--- src/rtl/wave_i2s_tx.sv ---
// I2S serialiser for the waveform generator: one-deep valid/ready holding register,
// internal BCLK/LRCK divider, mono sample repeated on both slots, underrun flagging.
// Define I2S_LEFT_JUSTIFY_EN to switch to left-justified framing (no one-BCLK delay).
module wave_i2s_tx #(
  parameter int DATA_WIDTH = 24,
  parameter int SLOT_WIDTH = 32,
  parameter int BCLK_DIV   = 4
) (
  input  logic                  i_clk,
  input  logic                  i_rst,
  input  logic [DATA_WIDTH-1:0] i_sample,
  input  logic                  i_sample_valid,
  output logic                  o_sample_ready,
  output logic                  o_bclk,
  output logic                  o_lrck,
  output logic                  o_dacdat,
  output logic                  o_frame_start,
  output logic                  o_underrun
);

  localparam int DIV_W  = (BCLK_DIV > 1) ? $clog2(BCLK_DIV) : 1;
  localparam int SLOT_W = (SLOT_WIDTH > 1) ? $clog2(SLOT_WIDTH) : 1;
  localparam logic [DIV_W-1:0]  DIV_MAX  = DIV_W'(BCLK_DIV - 1);
  localparam logic [SLOT_W-1:0] SLOT_MAX = SLOT_W'(SLOT_WIDTH - 1);
`ifdef I2S_LEFT_JUSTIFY_EN
  localparam logic [SLOT_W-1:0] LAST_BIT = SLOT_W'(DATA_WIDTH - 1);
`else
  localparam logic [SLOT_W-1:0] LAST_BIT = SLOT_W'(DATA_WIDTH);
`endif

  logic [DIV_W-1:0]      div_q, div_d;
  logic                  bclk_q, bclk_d;
  logic [SLOT_W-1:0]     slot_q, slot_d;
  logic                  side_q, side_d;
  logic                  lrck_q, lrck_d;
  logic                  dac_q, dac_d;
  logic                  fs_q, fs_d;
  logic                  ur_q, ur_d;
  logic                  full_q, full_d;
  logic                  ready_q, ready_d;
  logic [DATA_WIDTH-1:0] hold_q, hold_d;
  logic [DATA_WIDTH-1:0] last_q, last_d;
  logic [DATA_WIDTH-1:0] sreg_q, sreg_d;

  logic tick, fall, xfer, slot_wrap;

  always_comb begin
    div_d     = div_q + 1'b1;
    bclk_d    = bclk_q;
    slot_d    = slot_q;
    side_d    = side_q;
    lrck_d    = lrck_q;
    dac_d     = dac_q;
    fs_d      = 1'b0;
    ur_d      = 1'b0;
    full_d    = full_q;
    hold_d    = hold_q;
    last_d    = last_q;
    sreg_d    = sreg_q;
    slot_wrap = 1'b0;

    tick = (div_q == DIV_MAX);
    fall = tick & bclk_q;
    xfer = i_sample_valid & ready_q;

    if (tick) begin
      div_d  = '0;
      bclk_d = ~bclk_q;
    end

    // ready is only high while empty, so a transfer never collides with a consume
    if (xfer) begin
      hold_d = i_sample;
      full_d = 1'b1;
    end

    if (fall) begin
      slot_wrap = (slot_q == SLOT_MAX);
      slot_d    = slot_wrap ? '0 : slot_q + 1'b1;
      if (slot_wrap) side_d = ~side_q;
      lrck_d = side_d;

      if (slot_wrap && side_q) begin
        fs_d = 1'b1;
        if (full_q) begin
          last_d = hold_q;
          full_d = 1'b0;
        end else begin
          ur_d = 1'b1;
        end
      end

      // each slot reloads from the frame sample so the right slot repeats the left
      dac_d = 1'b0;
      if (slot_d == '0) begin
`ifdef I2S_LEFT_JUSTIFY_EN
        dac_d  = last_d[DATA_WIDTH-1];
        sreg_d = {last_d[DATA_WIDTH-2:0], 1'b0};
`else
        sreg_d = last_d;
`endif
      end else if (slot_d <= LAST_BIT) begin
        dac_d  = sreg_q[DATA_WIDTH-1];
        sreg_d = {sreg_q[DATA_WIDTH-2:0], 1'b0};
      end
    end

    ready_d = ~full_d;
  end

  always_ff @(posedge i_clk) begin
    if (!i_rst) begin
      div_q   <= '0;
      bclk_q  <= 1'b0;
      slot_q  <= SLOT_MAX;
      side_q  <= 1'b1;
      lrck_q  <= 1'b0;
      dac_q   <= 1'b0;
      fs_q    <= 1'b0;
      ur_q    <= 1'b0;
      full_q  <= 1'b0;
      ready_q <= 1'b1;
      hold_q  <= '0;
      last_q  <= '0;
      sreg_q  <= '0;
    end else begin
      div_q   <= div_d;
      bclk_q  <= bclk_d;
      slot_q  <= slot_d;
      side_q  <= side_d;
      lrck_q  <= lrck_d;
      dac_q   <= dac_d;
      fs_q    <= fs_d;
      ur_q    <= ur_d;
      full_q  <= full_d;
      ready_q <= ready_d;
      hold_q  <= hold_d;
      last_q  <= last_d;
      sreg_q  <= sreg_d;
    end
  end

  assign o_sample_ready = ready_q;
  assign o_bclk         = bclk_q;
  assign o_lrck         = lrck_q;
  assign o_dacdat       = dac_q;
  assign o_frame_start  = fs_q;
  assign o_underrun     = ur_q;

endmodule

--- config.mk ---
export PLATFORM = sky130hd
export DESIGN_NAME = wave_i2s_tx
export DESIGN_NICKNAME = d
export VERILOG_FILES = /design/src/rtl/wave_i2s_tx.sv
export SDC_FILE = /design/constraint.sdc
export NUM_CORES = 1
export LEC_CHECK = 0
export BUFFER_PORTS_ARGS = -buffer_cell sky130_fd_sc_hd__clkbuf_2
export CORE_AREA = 2 2 94 96
export DETAILED_ROUTE_END_ITERATION = 12
export DIE_AREA = 0 0 96 98
export HOLD_SLACK_MARGIN = 0.15
export PLACE_DENSITY = 0.65
export SETUP_SLACK_MARGIN = 0.2
export SYNTH_ARGS = -nofsm -noshare
export SYNTH_HDL_FRONTEND = slang
export SYNTH_SLANG_ARGS = --single-unit
--- constraint.sdc ---
create_clock -name i_clk -period 2.9 [get_ports i_clk]
set_input_delay 0.58 -clock i_clk [delete_from_list [all_inputs] [get_ports i_clk]]
set_output_delay 0.58 -clock i_clk [all_outputs]
set_load 0.02 [all_outputs]
==> summary.md, run 1 <==
| Metric | Value |
|---|---|
| Peak supply drop | `0.000221 V` |
| Largest family of logic cells by synthesized area | `compound AO/OA/AOI/OAI gates` |
| RSZ-0062 raised after global routing | `no` |
| Clock-pin slew on the worst setup and hold paths | `90 ps` |
| Most used DFF post-synth | `dfxtp_1` |
| Finished Core Util | `0.487` |
| Final setup fails | `0` |
| Global-route wire length before repair | `12,200 µm` |
| H-tree Lvls | `3` |
| Vias | `2,653` |
| Ys async rst share | `0` |
| Num CTS Buffers | `9` |
| Layout Skew | `11.5 ps` |
| Detail Route Antenna Nets | `0` |
| PD cells | `523 nW/µm²` |
| Number of synthesized register bits | `87` |
| Share of cells above drive strength 1 | `0.203` |
| TritonCTS clock tree | `built` |
| Slew Limit Fails | `0` |
| GPL Wtd Cong | `0.824` |
| Final instance area | `4120 µm²` |
| Worst Path Arrival | `2770 ps` |
| Final setup margin | `380 ps` |
| Setup CP Type | `reg2reg` |
| Post-synthesis xor/xnor area fraction | `0.00474` |
| Clk_lat worst skew | `360 ps` |
| Ant. Diodes | `0` |
| Post-synthesis mux area share | `0.131` |
| Worst Tran Pin Value | `852 ps` |
| Iter 0 DRT Violations | `110` |
| Critical path peak fanout | `25` |
| Synthesized Nets | `424` |
| Rel. slew slack | `0.431` |
| Clock Sinks | `87` |
| Die Wd | `96 µm` |
| Number of vias per cell | `5.00` |
| Root buf cell | `clkbuf_8` |
| Drt pass-1 iters | `4` |
| Critical Path RT | `3150 ps` |
| # IOs | `33` |
| Crit path launch type | `flop` |
| CTS hold repair buffers | `0` |
| Pin count of the biggest net entering global routing | `38` |
| Die H | `98 µm` |
| GRT Total Usage | `0.163` |
| Mapped cell area | `3690 µm²` |
| Die ar. | `9410 µm²` |
| Status | `completed` |
| Starting Density | `0.436` |
| Routed WL | `7120 µm` |
| Seq/Total Area, Yosys | `0.472` |
| Area after DPL | `3950 µm²` |
| Ys Warns | `0` |
| Worst hold path type | `in2reg` |
| Simple-Gate Fraction of Synth Area | `0.167` |
| Core Box Area | `8470 µm²` |
| Clock Path Buffers | `2` |
| Pleak | `0.00172 µW` |
| Tmin final | `2520 ps` |
| Commonest non-fill, non-tap cell in the layout | `nand2_1` |
| Compound-gate portion of the synthesized area | `0.169` |
| Setup WS pre-CTS | `241 ps` |
| Commonest cells after routing, fill and taps aside | `nand2_1, dfxtp_1, a21boi_0` |
| Synthesized instance count | `392` |
| HPWL Detailed | `4740 µm` |
| Post-Synth Adder-Cell Area | `0.0169` |
| Distinct cells, synth | `33` |
| Port Buf Inserts | `32` |
| Synth Area per Inst | `9.42 µm²` |
| Drt drc | `0` |
| Nets | `451` |
| GRT overflow | `0` |
| TNS Setup | `0 ps` |
| EDFF count, synth | `0` |
| Number of global-route vias before repair | `2,656` |
| Synth-to-Final Area Change | `11.7%` |
| Rows | `34` |
| DR WL/cell | `13.4 µm` |
| Fmax | `397 MHz` |
| Initial antenna violation count | `0` |
| Final period utilization | `0.869` |
| Critical path endpoint category | `flop` |
| Max cap viols | `0` |
| Final Hold Viols | `0` |
registers in the layout, indices dropped and copies added, names as in the netlist, 2 cells and up:
signal,flops
sreg_q,24
slot_q,5
div_q,2
last_q,24
hold_q,24
critical path, cell delays in order (launching register included):
cell and delay, ps:
dfxtp_1 350, ha_1 250, and3_2 220, ha_1 260, ha_1 270, nand2_1 80, buf_4 330, mux2_2 390
mux2i_1 170, o2bb2ai_2 80
layer usage:
| metal | wire length (µm) | global-route usage | up-vias |
|---|---|---|---|
| met5 | 0 | 0 | - |
| met4 | 133 | 0.0648 | 0 |
| met3 | 229 | 0.0370 | 11 |
| met2 | 3180 | 0.249 | 35 |
| met1 | 3580 | 0.223 | 1222 |
| li1 | - | - | 1385 |
path summary, 6_finish.rpt:
path	startpoint	end	slack, ps	depth (start not counted)
setup reg to reg	slot_q[0]$_SDFFE_PN1P_	sreg_q[15]$_SDFFE_PN0P_	380	9
hold reg to reg	div_q[0]$_SDFF_PP0_	div_q[0]$_SDFF_PP0_	440	1
hold / removal	i_sample[10]	hold_q[10]$_SDFFE_PN0P_	440	3
setup / recovery	slot_q[0]$_SDFFE_PN1P_	sreg_q[15]$_SDFFE_PN0P_	380	9
report_power, final:
part           total, µW  switching, µW  internal [µW]  leakage [µW]
Clock                740            409            331     0.0000866
Combinational        173           93.6           79.2      0.000923
Sequential          1240           22.0           1220      0.000706
Total               2160            525           1630       0.00172
synthesized netlist by cell type, types with 3 or more instances:
library cell,number,area [µm²]
nand2_1,115,432
dfxtp_1,87,1740
a21boi_0,50,375
mux2_2,22,248
mux2i_1,22,220
clkbuf_1,20,75.1
o2bb2ai_1,20,175
nand3_1,8,40.0
ha_1,5,62.6
a21oi_1,4,20.0
buf_2,4,20.0
nor2_1,4,15.0
nor2b_1,4,25.0
and2_1,3,18.8
layout make-up:
class	count	area [µm²]
Inverter	1	3.75
Sequential cell	87	1740
Clock buffer	12	145
Fill cell	795	4340
Multi-Input combinational cell	277	1820
Clock inverter	3	18.8
Tap cell	108	135
Timing Repair Buffer	43	255
timing repair:
| item | in CTS | in global routing |
|---|---|---|
| endpoints found under the setup margin | 0 | 23 |
| resized for setup | 0 | 3 |
| setup buffers | 0 | 0 |
cell families after synthesis:
group	Yosys count
AO/OA/AOI/OAI	80
XOR/XNOR	2
adder cells (fa/ha/maj)	5
buffers and inverters	28
flip-flops	87
multiplexers	45
AND/OR/NAND/NOR	145
per-stage QoR:
stage / hold WS [ps] / total power [µW] / cells
after floorplan: 403 / 1390 / 392
after global placement: 411 / 1440 / 516
after detailed placement: 437 / 1450 / 516
after CTS: 435 / 2180 / 531
after global routing: 444 / 2260 / 531
final: 440 / 2160 / 531
Note: power is estimated with default switching activity, not from simulation.
==> run 2, diff against run 1 <==
Settings changed: GPL_TIMING_DRIVEN set to 0.
==> run 2 against run 1 <==
Effect of this change: final area is 2.1% higher; maximum frequency is 2.1% higher; sequential cell count stayed put; global-route usage is 1.0 points higher; critical path type unchanged; critical endpoint unchanged; register-to-register slack better by 50 ps; largest power group unchanged.
==> summary.md, run 2 (same netlist as run 1, synthesis figures left out) <==
| Metric | Value |
|---|---|
| Registers with the most flip-flops | `hold_q (24), last_q (24), sreg_q (24)` |
| Global-route wire length before repair | `12,800 µm (+4.7%)` |
| Die ar. | `9410 µm² (unchanged)` |
| Clk_lat worst skew | `360 ps (about the same)` |
| # IOs | `33 (unchanged)` |
| PD cells | `539 nW/µm² (+3.0%)` |
| Slew Limit Fails | `0 (unchanged)` |
| GRT overflow | `0 (unchanged)` |
| Iter 0 DRT Violations | `119 (+8.2%)` |
| Critical path endpoint category | `flop` |
| Finished Core Util | `0.497 (+0.0101)` |
| DR WL/cell | `13.7 µm (+2.0%)` |
| Worst Path Arrival | `2710 ps (-60 ps)` |
| Clock Path Buffers | `2 (unchanged)` |
| Top Layer Used | `met4` |
| Final period utilization | `0.851 (-0.0175)` |
| H-tree Lvls | `3 (unchanged)` |
| Die H | `98 µm (unchanged)` |
| Status | `completed` |
| Starting Density | `0.436 (unchanged)` |
| Critical Path RT | `3150 ps (about the same)` |
| Ant. Diodes | `0 (unchanged)` |
| Met3 WL post-DR | `223 µm (-2.6%)` |
| Critical path peak fanout | `10 (-60%)` |
| TNS Setup | `0 ps (unchanged)` |
| Pin count of the biggest net entering global routing | `16 (-58%)` |
| GPL Wtd Cong | `0.754 (-8.5%)` |
| Drt pass-1 iters | `5 (+1)` |
| Peak supply drop | `0.000250 V (+13%)` |
| Fmax | `405 MHz (+2.1%)` |
| Routed WL | `7500 µm (+5.3%)` |
| Met1 WL | `3780 µm (+5.6%)` |
| HPWL Detailed | `5320 µm (+12%)` |
| Share of cells above drive strength 1 | `0.205 (+0.00124)` |
| Clock Sinks | `87 (unchanged)` |
| Port Buf Inserts | `32 (unchanged)` |
| Root buf cell | `clkbuf_8` |
| Setup CP Type | `reg2reg` |
| Synth-to-Final Area Change | `14.0%` |
| Crit path launch type | `flop` |
| Die Wd | `96 µm (unchanged)` |
| Nets | `467 (+3.5%)` |
| Worst hold slack | `430 ps (-10.3 ps)` |
| Final setup fails | `0 (unchanged)` |
| DR WL met2 | `3380 µm (+6.3%)` |
| Core Box Area | `8470 µm² (unchanged)` |
| Rows | `34 (unchanged)` |
| Tot Pwr | `2270 µW (+5.2%)` |
| Pleak | `0.00172 µW (+0.13%)` |
| Final Hold Viols | `0 (unchanged)` |
| Detail Route Antenna Nets | `0 (unchanged)` |
| Commonest cells after routing, fill and taps aside | `nand2_1, dfxtp_1, a21boi_0` |
| Commonest non-fill, non-tap cell in the layout | `nand2_1` |
| Max cap viols | `0 (unchanged)` |
| Worst Tran Pin Value | `639 ps (-213 ps)` |
| Initial antenna violation count | `0 (unchanged)` |
| RSZ-0062 raised after global routing | `no` |
| Rel. slew slack | `0.574 (+0.144)` |
| CTS hold repair buffers | `0 (unchanged)` |
| Vias | `2,779 (+4.7%)` |
| GRT Total Usage | `0.174 (+0.0104)` |
| # fillers | `830 (+4.4%)` |
| Drt drc | `0 (unchanged)` |
| TritonCTS clock tree | `built` |
| Tmin final | `2470 ps (-50.8 ps)` |
| Worst hold path type | `reg2reg` |
| Clock-pin slew on the worst setup and hold paths | `80 ps (about the same)` |
| Final instance area | `4210 µm² (+2.1%)` |
| Number of vias per cell | `5.07 (+1.5%)` |
| Number of global-route vias before repair | `2,679 (+0.87%)` |
| Num CTS Buffers | `9 (unchanged)` |
| Area after DPL | `3990 µm² (+0.98%)` |
| Layout Skew | `7.54 ps (-3.98 ps)` |
-- run 2: cell count changes in the layout (fill, tap and decap cells not counted), sizes merged --
cell	delta
inv	-1
bufinv	+1
clkinvlp	+4
clkbuf	+16
buf	-3
-- run 2: final timing paths --
kind                          start                 endpoint  slack, ps  cells past startpoint
min reg2reg     div_q[0]$_SDFF_PP0_      div_q[0]$_SDFF_PP0_        430                      1
max          slot_q[0]$_SDFFE_PN1P_  sreg_q[15]$_SDFFE_PN0P_        430                     10
min             div_q[0]$_SDFF_PP0_      div_q[0]$_SDFF_PP0_        430                      1
max reg2reg  slot_q[0]$_SDFFE_PN1P_  sreg_q[15]$_SDFFE_PN0P_        430                     10
-- run 2: where the power goes --
part           leakage (µW)  internal, µW  switching (µW)
combinational      0.000924          84.8            99.2
sequential         0.000706          1220            22.0
clock             0.0000875           397             443
total               0.00172          1700             564
-- run 2: final cells by class --
type / count / area (µm²) / area share
plain buffers: 27 / 153 / 0.0363
flip-flops and latches: 87 / 1740 / 0.414
inverters: 1 / 3.75 / 0.000892
clock buffers: 9 / 124 / 0.0294
multi-input cells: 277 / 1820 / 0.432
well taps: 108 / 135 / 0.0321
clock inverters: 7 / 73.8 / 0.0175
repair buffers: 32 / 160 / 0.0381
-- run 2: timing repair --
action	in CTS	in global routing
pin swaps	0	0
gates resized for setup	4	10
setup buffers	0	0
endpoints found under the setup margin	41	42
-- run 2: layer usage --
layer,vias up,global-route usage
met2,40,0.259
met4,0,0.0769
met1,1308,0.244
met3,8,0.0316
met5,-,0
li1,1423,-
-- run 2: metrics by stage --
step           worst slack, ps  cells
2_1_floorplan              404    392
3_3_place_gp             -1.93    532
3_5_place_dp             -15.3    532
4_1_cts                    170    548
5_1_grt                    242    548
6_report                   431    548
-- run 2: critical path, cell delays in order (launching register included) --
cell and delay [ps]:
dfxtp_1 400, ha_1 230, and3_2 200, ha_2 240, nor2_1 60, mux2_4 290
nor4b_2 260, buf_4 230, buf_12 150, mux2i_1 220, o2bb2ai_2 80
==> run 3, diff against run 2 <==
Settings changed: GPL_TIMING_DRIVEN 0 to unset, MAX_ROUTING_LAYER set to met4.
==> run 3 against run 2 <==
Effect of this change: total power down 5.1%; critical path depth decreased by 1; sequential power hardly changed; global-route usage is 0.61 points lower; critical endpoint unchanged; register-to-register slack got worse by 50 ps; largest power group unchanged; clock power down 12%; worst setup slack worse by 47 ps; die area unchanged; clock skew is 3.0 ps higher.
==> summary.md, run 3 (same netlist as run 1, synthesis figures left out) <==
| Metric | Value |
|---|---|
| GRT Total Usage | `0.168 (-0.00607)` |
| Commonest non-fill, non-tap cell in the layout | `nand2_1` |
| Layout Cells excl Fill | `531 (-3.1%)` |
| Pin count of the biggest net entering global routing | `38 (+22)` |
| Final Hold Viols | `0 (unchanged)` |
| Vias | `2,657 (-4.4%)` |
| HPWL Detailed | `4740 µm (-11%)` |
| Worst Path Arrival | `2750 ps (+40 ps)` |
| Max cap viols | `0 (unchanged)` |
| Layout Skew | `10.5 ps (+2.99 ps)` |
| Ant. Diodes | `0 (unchanged)` |
| PD cells | `522 nW/µm² (-3.2%)` |
| Detail Route Antenna Nets | `0 (unchanged)` |
| Drt drc | `0 (unchanged)` |
| H-tree Lvls | `3 (unchanged)` |
| Critical Path RT | `3140 ps (about the same)` |
| Clk_lat worst skew | `350 ps (about the same)` |
| Core Box Area | `8470 µm² (unchanged)` |
| Critical path peak fanout | `25 (+15)` |
| Clock Sinks | `87 (unchanged)` |
| Num CTS Buffers | `9 (unchanged)` |
| Die H | `98 µm (unchanged)` |
| Post-Place Cells | `516 (-3.0%)` |
| Worst Tran Pin Value | `858 ps (+219 ps)` |
| Starting Density | `0.436 (unchanged)` |
| Peak supply drop | `0.000214 V (-14%)` |
| Initial antenna violation count | `0 (unchanged)` |
| Nets | `451 (-3.4%)` |
| Synth-to-Final Area Change | `11.7%` |
| Clock Path Buffers | `2 (unchanged)` |
| Reg2Reg Depth | `9 (-1)` |
| Commonest cells after routing, fill and taps aside | `nand2_1, dfxtp_1, a21boi_0` |
| Pleak | `0.00172 µW (-0.13%)` |
| Worst hold slack | `445 ps (+14.8 ps)` |
| Critical path endpoint category | `flop` |
| Port Buf Inserts | `32 (unchanged)` |
| Worst R2R Start | `slot_q[0]$_SDFFE_PN1P_` |
| Number of vias per cell | `5.00 (-1.3%)` |
| Number of global-route vias before repair | `2,652 (-1.0%)` |
| Worst r2r dst | `sreg_q[15]$_SDFFE_PN0P_` |
| Rel. slew slack | `0.427 (-0.147)` |
| Tmin final | `2520 ps (+46.8 ps)` |
| R2R Setup Slk | `380 ps (-50 ps)` |
| Setup CP Type | `reg2reg` |
| Final period utilization | `0.868 (+0.0161)` |
| Slew Limit Fails | `0 (unchanged)` |
| Root buf cell | `clkbuf_8` |
| Iter 0 DRT Violations | `106 (-11%)` |
| Status | `completed` |
| Registers with the most flip-flops | `hold_q (24), last_q (24), sreg_q (24)` |
| Setup crit end | `sreg_q[15]$_SDFFE_PN0P_` |
| Die Wd | `96 µm (unchanged)` |
| Tot Pwr | `2150 µW (-5.1%)` |
| Crit path from | `slot_q[0]$_SDFFE_PN1P_` |
| GRT overflow | `0 (unchanged)` |
| TNS Setup | `0 ps (unchanged)` |
| Rows | `34 (unchanged)` |
| DR WL/cell | `13.4 µm (-2.3%)` |
| Worst hold path type | `reg2reg` |
| Fmax | `397 MHz (-1.9%)` |
| TritonCTS clock tree | `built` |
| GPL Wtd Cong | `0.837 (+11%)` |
| Clock-pin slew on the worst setup and hold paths | `80 ps (about the same)` |
| Crit path launch type | `flop` |
| RSZ-0062 raised after global routing | `no` |
| Drt pass-1 iters | `4 (-1)` |
| Routed WL | `7110 µm (-5.3%)` |
| Share of cells above drive strength 1 | `0.203 (-0.00124)` |
| Final setup fails | `0 (unchanged)` |
| # IOs | `33 (unchanged)` |
| Global-route wire length before repair | `12,200 µm (-4.4%)` |
| Die ar. | `9410 µm² (unchanged)` |
-- run 3: cell types whose count changed in the layout (fill, tap and decap cells not counted), sizes merged --
cell	change
clkbuf	-16
clkinvlp	-4
bufinv	-1
buf	+3
inv	+1
-- run 3: per-layer routing --
layer / wire length, µm / share of wire / global-route usage / up-vias
met5: 0 / 0 / - / -
met4: 93 / 0.013 / 0.0714 / 0
li1: - / - / - / 1387
met3: 178 / 0.025 / 0.0301 / 7
met2: 3270 / 0.46 / 0.249 / 31
met1: 3570 / 0.50 / 0.223 / 1232
-- run 3: layout make-up --
type | count | area, µm²
flip-flops and latches | 87 | 1740
clock inverters | 3 | 18.8
repair buffers | 43 | 255
fillers | 795 | 4340
multi-input cells | 277 | 1820
well taps | 108 | 135
inverters | 1 | 3.75
clock buffers | 12 | 145
-- run 3: through the flow --
step / area [µm²] / setup slack (ps) / util
finish: 4120 / 384 / 0.487
global route: 4120 / 219 / 0.487
CTS: 4110 / 238 / 0.486
detailed placement: 3950 / 241 / 0.466
global placement: 3950 / 359 / 0.466
floorplan: 3690 / 404 / -
-- run 3: critical path: stages (launching register included) --
cell,delay [ps]
dfxtp_1,350
ha_1,250
and3_2,220
ha_1,260
ha_1,270
nand2_1,80
buf_4,330
mux2_2,390
mux2i_1,170
o2bb2ai_2,80
-- run 3: worst min-delay path by stage --
stage	slack, ps	start	cells past startpoint	endpoint
after floorplan	400	div_q[0]$_SDFF_PP0_	1	div_q[0]$_SDFF_PP0_
after global placement	410	div_q[0]$_SDFF_PP0_	1	div_q[0]$_SDFF_PP0_
after detailed placement	440	div_q[0]$_SDFF_PP0_	1	div_q[0]$_SDFF_PP0_
after CTS	430	i_sample[10]	3	hold_q[10]$_SDFFE_PN0P_
after global routing	450	i_sample[21]	3	hold_q[21]$_SDFFE_PN0P_
final	440	div_q[0]$_SDFF_PP0_	1	div_q[0]$_SDFF_PP0_
-- run 3: timing repair --
item                       4_1_cts  5_1_grt
buffers inserted                 0        0
setup endpoints to repair        0       23
hold buffers                     0        0
resized for setup                0        3
hold endpoints to repair         0        0
-- run 3: power breakdown --
group          internal [µW]  leakage [µW]  total, µW  switching (µW)
combinational           79.3      0.000923        173            93.5
sequential              1220      0.000706       1240            21.8
clock                    331     0.0000866        736             405
total                   1630       0.00172       2150             520
